$ cat config.mk
export PLATFORM = sky130hd
export DESIGN_NAME = clz_seq_ctrl
export DESIGN_NICKNAME = d
export VERILOG_FILES = /design/src/rtl/clz_pkg.sv /design/src/rtl/clz_chunk.sv /design/src/rtl/clz_seq_ctrl.sv
export SDC_FILE = /design/constraint.sdc
export NUM_CORES = 1
export LEC_CHECK = 0
export CAP_MARGIN = 40
export CORE_UTILIZATION = 54
export DETAILED_ROUTE_END_ITERATION = 16
export GPL_TIMING_DRIVEN = 1
export PLACE_DENSITY = 0.94
export SYNTH_ARGS = -nofsm -noshare
export SYNTH_HDL_FRONTEND = slang
export SYNTH_SLANG_ARGS = --single-unit
$ cat constraint.sdc
create_clock -name clk -period 5 [get_ports clk]
set_input_delay 1 -clock clk [delete_from_list [all_inputs] [get_ports clk]]
set_output_delay 1 -clock clk [all_outputs]
set_load 0.1 [all_outputs]
$ cat src/rtl/clz_pkg.sv
// Shared types and widths for the multi-cycle count-leading-zeros/ones sequencer.
package clz_pkg;

    localparam int unsigned DATA_W = 32;
    localparam int unsigned CNT_W  = 6;

    typedef enum logic [1:0] {
        IDLE = 2'd0,
        SCAN = 2'd1,
        DONE = 2'd2
    } state_t;

endpackage

$ cat src/rtl/clz_chunk.sv
// Combinational leading-zero count of one CHUNK_W-bit chunk; all-zero yields CHUNK_W.
module clz_chunk #(
    parameter int unsigned CHUNK_W = 8
) (
    input  logic [CHUNK_W-1:0]         chunk,
    output logic [$clog2(CHUNK_W):0]   lz
);

    localparam int unsigned LZ_W = $clog2(CHUNK_W) + 1;

    // Scanning upward lets the highest set bit win.
    always_comb begin
        lz = LZ_W'(CHUNK_W);
        for (int unsigned i = 0; i < CHUNK_W; i++) begin
            if (chunk[i]) begin
                lz = LZ_W'(CHUNK_W - 1 - i);
            end
        end
    end

endmodule

$ cat src/rtl/clz_seq_ctrl.sv
// Sequencer stepping a narrow leading-zero counter over a 32-bit word, MSB chunk first.
// Define CLZ_SEQ_EARLY_EXIT_EN to stop scanning at the first nonzero chunk.
module clz_seq_ctrl
    import clz_pkg::*;
#(
    parameter int unsigned CHUNK_W = 8
) (
    input  logic        clk,
    input  logic        rst,
    input  logic        start,
    input  logic        op_clo,
    input  logic [31:0] operand,
    output logic        busy,
    output logic        done,
    output logic [31:0] result
);

    localparam int unsigned N_CHUNK = DATA_W / CHUNK_W;
    localparam int unsigned IDX_W   = (N_CHUNK > 1) ? $clog2(N_CHUNK) : 1;
    localparam int unsigned LZ_W    = $clog2(CHUNK_W) + 1;

    state_t              state;
    state_t              state_nxt;
    logic [DATA_W-1:0]   word;
    logic [IDX_W-1:0]    idx;
    logic [CNT_W-1:0]    count;
    logic                found;
    logic [LZ_W-1:0]     lz;
    logic                chunk_nz;
    logic                last_chunk;
    logic [CNT_W-1:0]    count_upd;
    logic                busy_nxt;
    logic                done_nxt;

    // The word shifts left each scan cycle, so the current chunk is always on top.
    clz_chunk #(.CHUNK_W(CHUNK_W)) u_chunk (
        .chunk (word[DATA_W-1 -: CHUNK_W]),
        .lz    (lz)
    );

    assign chunk_nz   = (lz != LZ_W'(CHUNK_W));
    assign last_chunk = (idx == IDX_W'(N_CHUNK - 1));
    assign count_upd  = found ? count : CNT_W'(count + CNT_W'(lz));

    // State register
    always_ff @(posedge clk or posedge rst) begin
        if (rst) begin
            state <= IDLE;
        end else begin
            state <= state_nxt;
        end
    end

    // Next-state logic
    always_comb begin
        state_nxt = state;
        case (state)
            IDLE: begin
                if (start) begin
                    state_nxt = SCAN;
                end
            end
            SCAN: begin
`ifdef CLZ_SEQ_EARLY_EXIT_EN
                if (last_chunk || chunk_nz) begin
                    state_nxt = DONE;
                end
`else
                if (last_chunk) begin
                    state_nxt = DONE;
                end
`endif
            end
            DONE:    state_nxt = IDLE;
            default: state_nxt = IDLE;
        endcase
    end

    // Output decode, registered below so busy/done come straight from flops
    always_comb begin
        busy_nxt = 1'b0;
        done_nxt = 1'b0;
        if (state_nxt != IDLE) begin
            busy_nxt = 1'b1;
        end
        if (state_nxt == DONE) begin
            done_nxt = 1'b1;
        end
    end

    always_ff @(posedge clk or posedge rst) begin
        if (rst) begin
            busy <= 1'b0;
            done <= 1'b0;
        end else begin
            busy <= busy_nxt;
            done <= done_nxt;
        end
    end

    // Datapath: captured word, chunk index, frozen-after-found accumulator, result
    always_ff @(posedge clk or posedge rst) begin
        if (rst) begin
            word   <= '0;
            idx    <= '0;
            count  <= '0;
            found  <= 1'b0;
            result <= '0;
        end else begin
            if (state == IDLE && start) begin
                word  <= op_clo ? ~operand : operand;
                idx   <= '0;
                count <= '0;
                found <= 1'b0;
            end else if (state == SCAN) begin
                word  <= word << CHUNK_W;
                idx   <= IDX_W'(idx + 1'b1);
                count <= count_upd;
                found <= found | chunk_nz;
                if (state_nxt == DONE) begin
                    result <= DATA_W'(count_upd);
                end
            end
        end
    end

endmodule

# Yosys cells after proc, flatten, opt, wreduce, memory -nomap -nowiden
# Cells that the tools add are included.
[totals]
ff_bits = 51
inputBits = 36
elab_cells = 45
[classes]
addsub = 2
n_eq_ne = 4
mux = 23
bitwise_logic = 3
reduce_logical = 5
[ops]
columns = ["cell", "n"]
rows = [
  ["2-to-1 mux 32 bit", 3],
  ["2-to-1 mux 4 bit", 8],
  ["NOT 32 bit", 1],
  ["2-to-1 mux 6 bit", 3],
  ["2-to-1 mux 2 bit", 4],
  ["adder 6 x 4 -> 6 bit", 1],
  ["== test 2 bit (second input constant)", 2],
  ["2-to-1 mux 1 bit", 4],
  ["inequality test 4 bit (second input constant)", 1],
  ["one-hot mux 2 bit (2 select lines)", 1],
  ["nonzero test 2 bit", 2],
  ["AND reduction 3 bit", 1],
  ["adder 2 x 1 -> 2 bit (second input constant)", 1],
  ["== test 2 x 1 -> 1 bit (second input constant)", 1],
  ["zero test 2 bit", 1],
  ["logical AND 1 bit", 1],
  ["NOT 1 bit", 1],
  ["bitwise OR 1 bit", 1],
]

# Logic depth before layout (Yosys ltp)
[depth]
word_depth = 12
depth_mapped = 10
ltp_nobuf = 10

# By module
# Synthesis repeated with hierarchy kept, for this count alone.
[hier_totals]
cells_unflattened = 325
hier_area_um2 = 3078.0
[modules_own_cells]
columns = ["mod", "n_inst", "cells_each", "area_per_inst_um2", "seq_area_each_um2"]
rows = [
  ["clz_seq_ctrl", 1, 311, 2991.6, 1276.2],
  ["clz_chunk", 1, 14, 86.3, 0.0],
]

# Worst setup path after synthesis
# No wires, ideal clock.
[synth_path]
path_kind = "register to register"
from = "register word[31]"
to = "register count[4]"
setup_time_ns = 0.065
t_arrival_ns = 2.050
setup_slack_ns = 2.885
stages_incl_launch_ff = 8
path_buffers = 0
cell_sequence = "dfrtp_1 -> or4_4 -> a21oi_1 -> ha_1 -> a211oi_1 -> nor3_2 -> o211ai_1 -> o21a_1"
[synth_between]
elab_chain_cells = 5
[synth_lines]
columns = ["element", "line_no", "rtl"]
rows = [
  ["start, declared", "clz_seq_ctrl.sv:24", "logic [DATA_W-1:0] word;"],
  ["start signal, assigned", "clz_seq_ctrl.sv:111", "word <= op_clo ? ~operand : operand;"],
  ["start signal, assigned", "clz_seq_ctrl.sv:116", "word <= word << CHUNK_W;"],
  ["2-to-1 mux 4 bit", "clz_chunk.sv:15", "if (chunk[i]) begin"],
  ["adder 6 x 4 -> 6 bit", "clz_seq_ctrl.sv:43", "assign count_upd = found ? count : CNT_W'(count + CNT_W'(lz));"],
  ["2-to-1 mux 6 bit", "clz_seq_ctrl.sv:43", ""],
  ["2-to-1 mux 6 bit", "clz_seq_ctrl.sv:115", "end else if (state == SCAN) begin"],
  ["2-to-1 mux 6 bit", "clz_seq_ctrl.sv:110", "if (state == IDLE && start) begin"],
  ["end signal, assigned", "clz_seq_ctrl.sv:118", "count <= count_upd;"],
  ["end, declared", "clz_seq_ctrl.sv:26", "logic [CNT_W-1:0] count;"],
]
# Every way passes these cells. The select of a mux whose other input is x is not followed.
# A chain may end at the register's enable or synchronous reset.

# Worst setup path in the final report
[layout_path]
from = "input port start"
to = "register word[17]"
[layout_between]
elab_chain_cells = 2
[layout_lines]
columns = ["element", "line_no", "rtl"]
rows = [
  ["start, declared", "clz_seq_ctrl.sv:10", "input logic start,"],
  ["logical AND 1 bit *", "clz_seq_ctrl.sv:110", ""],
  ["2-to-1 mux 32 bit or nonzero test 2 bit (tied branches)", "--", ""],
]
# Mark *: on every way between the ends. The rest lies on a longest branch, timed or not.

==> impl_metrics.toml <==
[cells_and_area]
fill_cells = 386
num_antenna_cells = 0
seqCellArea_um2 = 1280
multi_input_area_um2 = 1430
mostFrequentLayoutCells = "dfrtp_1 (51), clkdlybuf4s50_1 (42), nand2_1 (34), conb_1 (26), xor2_1 (24)"
fin_util_pct = 69.2
nets = 395
final_common_cell = "dfrtp_1"
syn_to_final_growth_pct = 20.9
postLayoutCellArea_um2 = 3600
drive_above_1_share_pct = 8.76

[synth]
synth_top_area_cell = "dfrtp_1"
yosysTopAreaCellShare_pct = 42.8
synth-xor-area-share_pct = 10.3
yosysSeqAreaShare_pct = 42.8
yosys_most_used_dff = "dfrtp_1"
synth-edff-count = 0
synth-compound-area-share_pct = 21.8
synth_top_family_by_area = "compound AO/OA/AOI/OAI gates"
ys_types = 40
synth.ff_latch_count = 51
async_reset_ff_share_pct = 100
synthesis.area_um2 = 2980
yosys_warnings = 0
yosys.area_share.adder_pct = 2.77
synth_simple_gate_area_share_pct = 9.28
synthMuxAreaShare_pct = 0.672
syn_area_per_cell_um2 = 9.55
postSynthCellCount = 312
synth_area_leaders = "dfrtp_1 (43%), buf_4 (8.1%), xor2_1 (7.1%)"

[clock_network]
numCtsBuffers = 5
post_cts_resized = 0
root_buffer = "clkbuf_8"
ctsHoldBuffers = 0
postCtsSetupBuffers = 0
cts.clk_slew.worst_paths_ns = 0.09
cts_tree = "built"
cts.sink_count = 51
cts-htree-levels = 2
cts_max_path_buffers = 2
clkLatencyLatePin_ns = 0.32

[route]
drt-total-wl_mm = 6.42
firstDrtPassIters = 5
routedWlPerCell_um = 15.1
remaining_drc_errors = 0
vias_per_cell = 5.60
vias = 2373
drtIter0Drc = 186
antenna_left = 0

[timing]
worst_slew_pin_slew_ns = 0.872
setup_slack_ns = 2.08
setup_viol = 0
post-route-period-util_pct = 58.3
setup_tns_ns = 0
rsz0062_at_grt = "false"
max_freq_mhz = 343
timing.final.hold_violations = 0
finClkSkew_ns = 0.00636
maxSlewViolCount = 0
finalCriticalPeriod_ns = 2.92
maxSlewHeadroom_pct = 41.9

[placed_design]
place_congestion = 0.846
dpl.hpwl_mm = 4.51
place_area_um2 = 3460
port_buffers = 43
place_ws_ns = 1.93

[setup_path]
cp_max_fo = 15
r2r_start = "word[31]"
cp-start-kind = "input pin"
worst_setup_path_end_kind = "register"
cp-startpoint = "start"
cp_data_required_time_ns = 5.22
crit_type = "input pin to register"
arrival_ns = 3.14

[global_routing]
grt_usage_pct = 23.2
met3_usage_pct = 4.79
grt_max_degree = 33
top_usage_layer = "met2"
grt-ovfl-total = 0
grt_use_met2_pct = 39.0
grt_pass1_vias = 2284
grt_pass1_wl_mm = 10.7
antenna_found_initial = 0
grt_use_met1_pct = 28.9

[floorplanning]
rows = 26
ios = 70
start_util_pct = 57.2
fp.dieH_um = 76.3
die_area_um2 = 5820
die_w_um = 76.3
coreArea_um2 = 5200

[hold_path]
min_from = "word[21]"
holdCritPathClass = "register to register"

[status]
status = "complete, no violations"

[pwr]
p_per_area_nw_per_um2 = 592
p_total_uw = 2130
p_leak_uw = 0.00157
ir_worst_vdd_uv = 367

[run]
maxCapViolCount = 0
-- cell families (layout without fill, tap and decap cells) --
kind of cell	after synthesis	after routing
DFF	51	51
and+or+nand+nor	57	57
muxes	2	2
adders and majority gates	6	6
buffers and inverters	62	79
AOI/OAI and AO/OA	98	98
other	1	26
xor gates and xnor gates	35	35
-- through the flow --
stage               instances  hold slack [ns]
detailed placement        416            0.471
floorplan                 337            0.450
global placement          404            0.461
finish                    424            0.491
CTS                       424            0.491
global route              424            0.525
-- power breakdown --
group	leakage (uW)	switching [uW]	internal [uW]	total (uW)
logic	0.000846	654	399	1050
registers	0.000661	166	569	735
clock network	0.0000644	145	200	345
-- cells in the mapped netlist, types with 4 or more instances --
library cell / instances
dfrtp_1: 51
nand2_1: 34
buf_4: 32
xor2_1: 24
o21ai_0: 23
a22oi_1: 20
o22ai_1: 18
inv_1: 15
a22o_1: 12
xnor2_1: 11
a21oi_1: 10
buf_2: 8
nor2_1: 8
clkbuf_1: 6
ha_1: 5
o21ai_1: 4
-- layer usage --
layer | routed length, um | part of all wire, % | up-vias
met5 | 0 | 0 | -
met4 | 127 | 2.0 | 0
met3 | 330 | 5.1 | 15
met2 | 3260 | 51 | 104
met1 | 2700 | 42 | 1136
li1 | - | - | 1118
-- state kept, by name, summed over array words and instances (netlist names) --
signal / cells
state: 2
result: 6
word: 32
found: 1
busy: 1
done: 1
count: 6
idx: 2
-- layout make-up --
type / instances / share of cell area (%)
clock buffers: 5 / 1.91
clock inverters: 3 / 1.88
inverters: 16 / 1.67
multi-input cells: 224 / 39.8
flip-flops and latches: 51 / 35.4
well taps: 70 / 2.43
repair buffers: 55 / 16.9
-- critical path, cell delays in order --
cell,delay [ns]
clkdlybuf4s50_1,0.80
nor2b_1,0.75
buf_6,0.25
a22oi_1,0.07
o21ai_0,0.25
-- final timing paths --
kind	depth (start not counted)	end	slack (ns)
max in group asynchronous	3	word[20]	3.48
worst max-delay path	5	word[17]	2.08
worst max register to register	7	count[4]	2.62
worst min register to register	2	word[21]	0.49
worst min-delay path	2	word[21]	0.49
min in group asynchronous	2	word[1]	1.00
Note: power is estimated with default switching activity, not from simulation.
==> patch 1, RTL diff (same settings) <==
Register the inputs `start`, `op_clo` and `operand` before use, cleared by the reset. The logic sees them one clock later.
--- a/src/rtl/clz_seq_ctrl.sv
+++ b/src/rtl/clz_seq_ctrl.sv
@@ -19,4 +19,20 @@
     localparam int unsigned IDX_W   = (N_CHUNK > 1) ? $clog2(N_CHUNK) : 1;
     localparam int unsigned LZ_W    = $clog2(CHUNK_W) + 1;
+
+    logic start_q;
+    logic op_clo_q;
+    logic [31:0] operand_q;
+
+    always_ff @(posedge clk or posedge rst) begin
+        if (rst) begin
+            start_q   <= '0;
+            op_clo_q  <= '0;
+            operand_q <= '0;
+        end else begin
+            start_q   <= start;
+            op_clo_q  <= op_clo;
+            operand_q <= operand;
+        end
+    end
 
     state_t              state;
@@ -57,5 +73,5 @@
         case (state)
             IDLE: begin
-                if (start) begin
+                if (start_q) begin
                     state_nxt = SCAN;
                 end
@@ -108,6 +124,6 @@
             result <= '0;
         end else begin
-            if (state == IDLE && start) begin
-                word  <= op_clo ? ~operand : operand;
+            if (state == IDLE && start_q) begin
+                word  <= op_clo_q ? ~operand_q : operand_q;
                 idx   <= '0;
                 count <= '0;
Check against the original RTL: not equivalent (Yosys sat finds a counterexample within 4 cycles, from zero or initial values and one cycle with rst high).
==> patch 1 against the original RTL <==
Sequential cell count increased by 34. Worst setup slack gained 450 ps. Total power rose by 12%. Synthesized cell count is 8.3% higher. Wire length increased by 4.4%. Cell area rose by 25%. Area after synthesis rose by 29%. Cell count increased by 14%. Global-route usage down 2.8 points. Largest cell class is now registers. Largest power group is now sequential cells.
==> patch 1: results (changes against the original RTL) <==
[worst_setup_path]
crit_path_end=result[2]
setup.worst_path.start=result[2]
r2r-start=word[31]
arrival_ps=1460  ; -1680 ps
critPathMaxStageDelay_ps=530  ; -270 ps
cp_slowest_cell=clkdlybuf4s50_1
r2r_slack_ps=2690  ; +70 ps
worstPathMaxFanout=2  ; -13
r2r-end=count[4]

[cells_and_area]
reg_top3=operand_q x32, word x32
fillers=500  ; +30%
nets=424  ; +7.3%
drive_above_1_share_pct=9.56  ; +0.80 points

[power]
ir_drop_mv=0.249  ; -32%
p_leak_nw=2.02  ; +28%

[clocking]
cts_buffers=9  ; +4
clkTransAtPathRegs_ps=80
clock_path_buffers=2  ; unchanged
cts_max_level=3  ; +1
clk_latency_ps=360  ; +40 ps
postCtsSetupBuffers=0  ; unchanged

[worst_hold_path]
hold_class=reg -> reg

[yosys]
yosys_warnings=0  ; unchanged
yosysSeqAreaShare_pct=55.1  ; +12 points
synthTopCellsByArea=dfrtp_1 55%, xor2_1 7.5%, buf_4 6.6%
synthArstFlopShare_pct=100  ; unchanged
yosys-top-cells-count=85 x dfrtp_1, 34 x buf_4, 33 x xor2_1, 28 x nand2_1, 20 x a22oi_1
ys_types=46  ; +15%
synth_ff_type=dfrtp_1

[place]
port_buffers=43  ; unchanged
post-place-ws_ps=2530  ; +600 ps
gp_congestion=0.840  ; -0.72%
hpwl_um=4610  ; +2.2%
placed_area_um2=4320  ; +25%

[routing]
finalWirelength_um=6710  ; +4.4%
dr.first_iter.drc_count=107  ; -42%
vias=2517  ; +6.1%

[timing]
slew_violations=0  ; unchanged
skew_ps=16.5  ; +10.2 ps
max_freq_ghz=0.406  ; +18%
maxSlewHeadroom_pct=39.1  ; -2.8 points

[global_route]
overflow=0  ; unchanged
grt_pass1_vias=2447  ; +7.1%
grt.total_usage_pct=20.4  ; -2.8 points
grt_pass1_wl_um=11500  ; +7.7%
grt_max_degree=51  ; +55%

[run_status]
status=finished, final reports clean

-- patch 1: area by class of cell --
class | count | area (um^2) | area share [%]
inverters | 8 | 31.3 | 0.695
repair buffers | 53 | 566 | 12.6
well taps | 96 | 120 | 2.67
flip-flops and latches | 85 | 2130 | 47.2
multi-input cells | 225 | 1480 | 32.8
clock buffers | 11 | 141 | 3.14
clock inverters | 5 | 41.3 | 0.917
-- patch 1: how the worst min path moves through the flow --
stage / endpoint / slack, ps / start / cells after the start
after floorplan: word[18] / 450 / word[18] / 2
after global placement: result[2] / 460 / result[2] / 2
after detailed placement: word[10] / 480 / word[10] / 2
after CTS: word[10] / 500 / word[10] / 2
after global routing: idx[0] / 520 / idx[0] / 1
final: word[10] / 490 / word[10] / 2
-- patch 1: cells by family after synthesis --
group | Yosys count | synth area share, %
buf+inv | 53 | 9.05
flops | 85 | 55.1
simple gates | 59 | 8.11
mux | 3 | 0.778
other cells | 1 | 0.0972
fa+ha+maj | 6 | 2.14
compound gates | 96 | 16.7
xor+xnor | 35 | 7.95
-- patch 1: metrics by stage --
stage,hold WS [ps],std cells
after floorplan,451,363
after global placement,463,459
after detailed placement,476,467
after CTS,495,483
after global routing,516,483
final,495,483
-- patch 1: power breakdown --
group	switching, mW	internal, mW
Sequential	0.174	0.847
Combinational	0.568	0.344
Clock	0.249	0.198
Total	0.991	1.39
-- patch 1: worst reg2reg max path: stages (launching register included) --
cell and delay, ps:
dfrtp_1 430, or4_4 580, a21oi_1 180, ha_1 300, a211oi_1 320, nor3_2 110
o21a_1 190, mux2i_1 120
-- patch 1: routing by layer --
| layer | wire length [um] | share of wire, % | GRT usage (%) |
|---|---|---|---|
| met5 | 0 | 0 | 0 |
| met4 | 71 | 1.1 | 5.15 |
| met3 | 307 | 4.6 | 6.86 |
| met2 | 3610 | 54 | 35.2 |
| met1 | 2720 | 41 | 24.8 |
==> patch 2, RTL diff (config.mk and constraints unchanged) <==
Without the edit above. `CHUNK_W` is set to 8 in 2 places; all go to 16.
--- a/src/rtl/clz_chunk.sv
+++ b/src/rtl/clz_chunk.sv
@@ -1,5 +1,5 @@
 // Combinational leading-zero count of one CHUNK_W-bit chunk; all-zero yields CHUNK_W.
 module clz_chunk #(
-    parameter int unsigned CHUNK_W = 8
+    parameter int unsigned CHUNK_W = 16
 ) (
     input  logic [CHUNK_W-1:0]         chunk,
--- a/src/rtl/clz_seq_ctrl.sv
+++ b/src/rtl/clz_seq_ctrl.sv
@@ -4,5 +4,5 @@
     import clz_pkg::*;
 #(
-    parameter int unsigned CHUNK_W = 8
+    parameter int unsigned CHUNK_W = 16
 ) (
     input  logic        clk,
Check against the original RTL: not equivalent (a bounded check fails within 4 cycles, from zero or initial values and one cycle with rst high).
==> patch 2 against the original RTL <==
Die area fell by 2.7%. Area after synthesis shrank 2.7%. Highest routed layer unchanged. Total power rose by 1.3%. Largest power group unchanged. Wire length fell by 12%. Sequential cell count fell by 1. Critical endpoint is now count[5]. Count of clock-buffer cells in the layout rose by 1. Clock skew grew 2.9 ps. Cell area fell by 3.9%. Worst setup slack better by 190 ps. Via count is 5.0% lower.
==> patch 2: results (changes against the original RTL) <==
[place]
placed_area_um2=3370  ; -2.6%
gp_congestion=0.831  ; -1.8%
hpwl_um=4250  ; -5.6%
post-place-ws_ps=2200  ; +267 ps
dp.cells=412  ; -0.96%

[power]
p_leak_nw=1.54  ; -2.1%
swShare_pct=47.6  ; +2.4 points

[yosys]
yosysSeqAreaShare_pct=43.2  ; +0.34 points
synth-compound-area-share_pct=16.3  ; -5.5 points
yosys-top-cells-count=50 x dfrtp_1, 27 x xnor2_1, 26 x buf_4, 26 x nor2_1
ys_types=47  ; +18%

[timing]
whs_ps=491  ; +0.0240 ps
max_freq_ghz=0.367  ; +6.9%
maxSlewHeadroom_pct=45.3  ; +3.4 points

[worst_setup_path]
cp_top_family=compound AO/OA/AOI/OAI gates
critPathMaxStageDelay_ps=510  ; -290 ps
r2r-end=count[5]
r2r_slack_ps=2270  ; -350 ps
setup.worst_path.start=word[20]
worstPathMaxFanout=5  ; -10

[global_route]
grt.total_usage_pct=22.5  ; -0.68 points
grt_use_met1_pct=27.9  ; -1.0 points
grt_pass1_wl_um=9630  ; -9.9%
grt_max_degree=58  ; +76%

[cells_and_area]
nets=391  ; -1.0%
drive_above_1_share_pct=6.86  ; -1.9 points
fillers=434  ; +12%

[routing]
finalWirelength_um=5650  ; -12%
met1Wirelength_um=2250  ; -17%
wire_per_inst_um=13.5  ; -11%
routed-wl-met3_um=270  ; -18%

[run_status]
status=finished, final reports clean

[worst_hold_path]
holdCritStartpoint=result[4]
min_to=result[4]

[patch 2: cell count changes after synthesis, moves of 10 or more]
| cell | before | now |
|---|---|---|
| nor2_1 | 8 | 26 |
| o22ai_1 | 18 | 1 |
| nand2_1 | 34 | 24 |
| xor2_1 | 24 | 7 |
| a22oi_1 | 20 | 0 |
| xnor2_1 | 11 | 27 |
| a22o_1 | 12 | 2 |
| nand3_1 | 0 | 18 |
[patch 2: power by group through the flow]
stage | clock network [mW] | registers, mW | logic (mW)
floorplan | 0 | 0.910 | 0.707
global placement | 0 | 0.747 | 1.03
detailed placement | 0 | 0.763 | 1.17
CTS | 0.238 | 0.756 | 1.17
global route | 0.253 | 0.782 | 1.28
finish | 0.235 | 0.760 | 1.16
[patch 2: area by class of cell]
type                       instances  area [um^2]  area share [%]
timing repair buffer              54          581            16.8
sequential                        50         1250            36.2
clock buffer                       6         72.6            2.10
tap                               70         87.6            2.53
multi-input combinational        230         1420            41.2
clock inverter                     2         13.8           0.398
inverter                           8         30.0           0.868
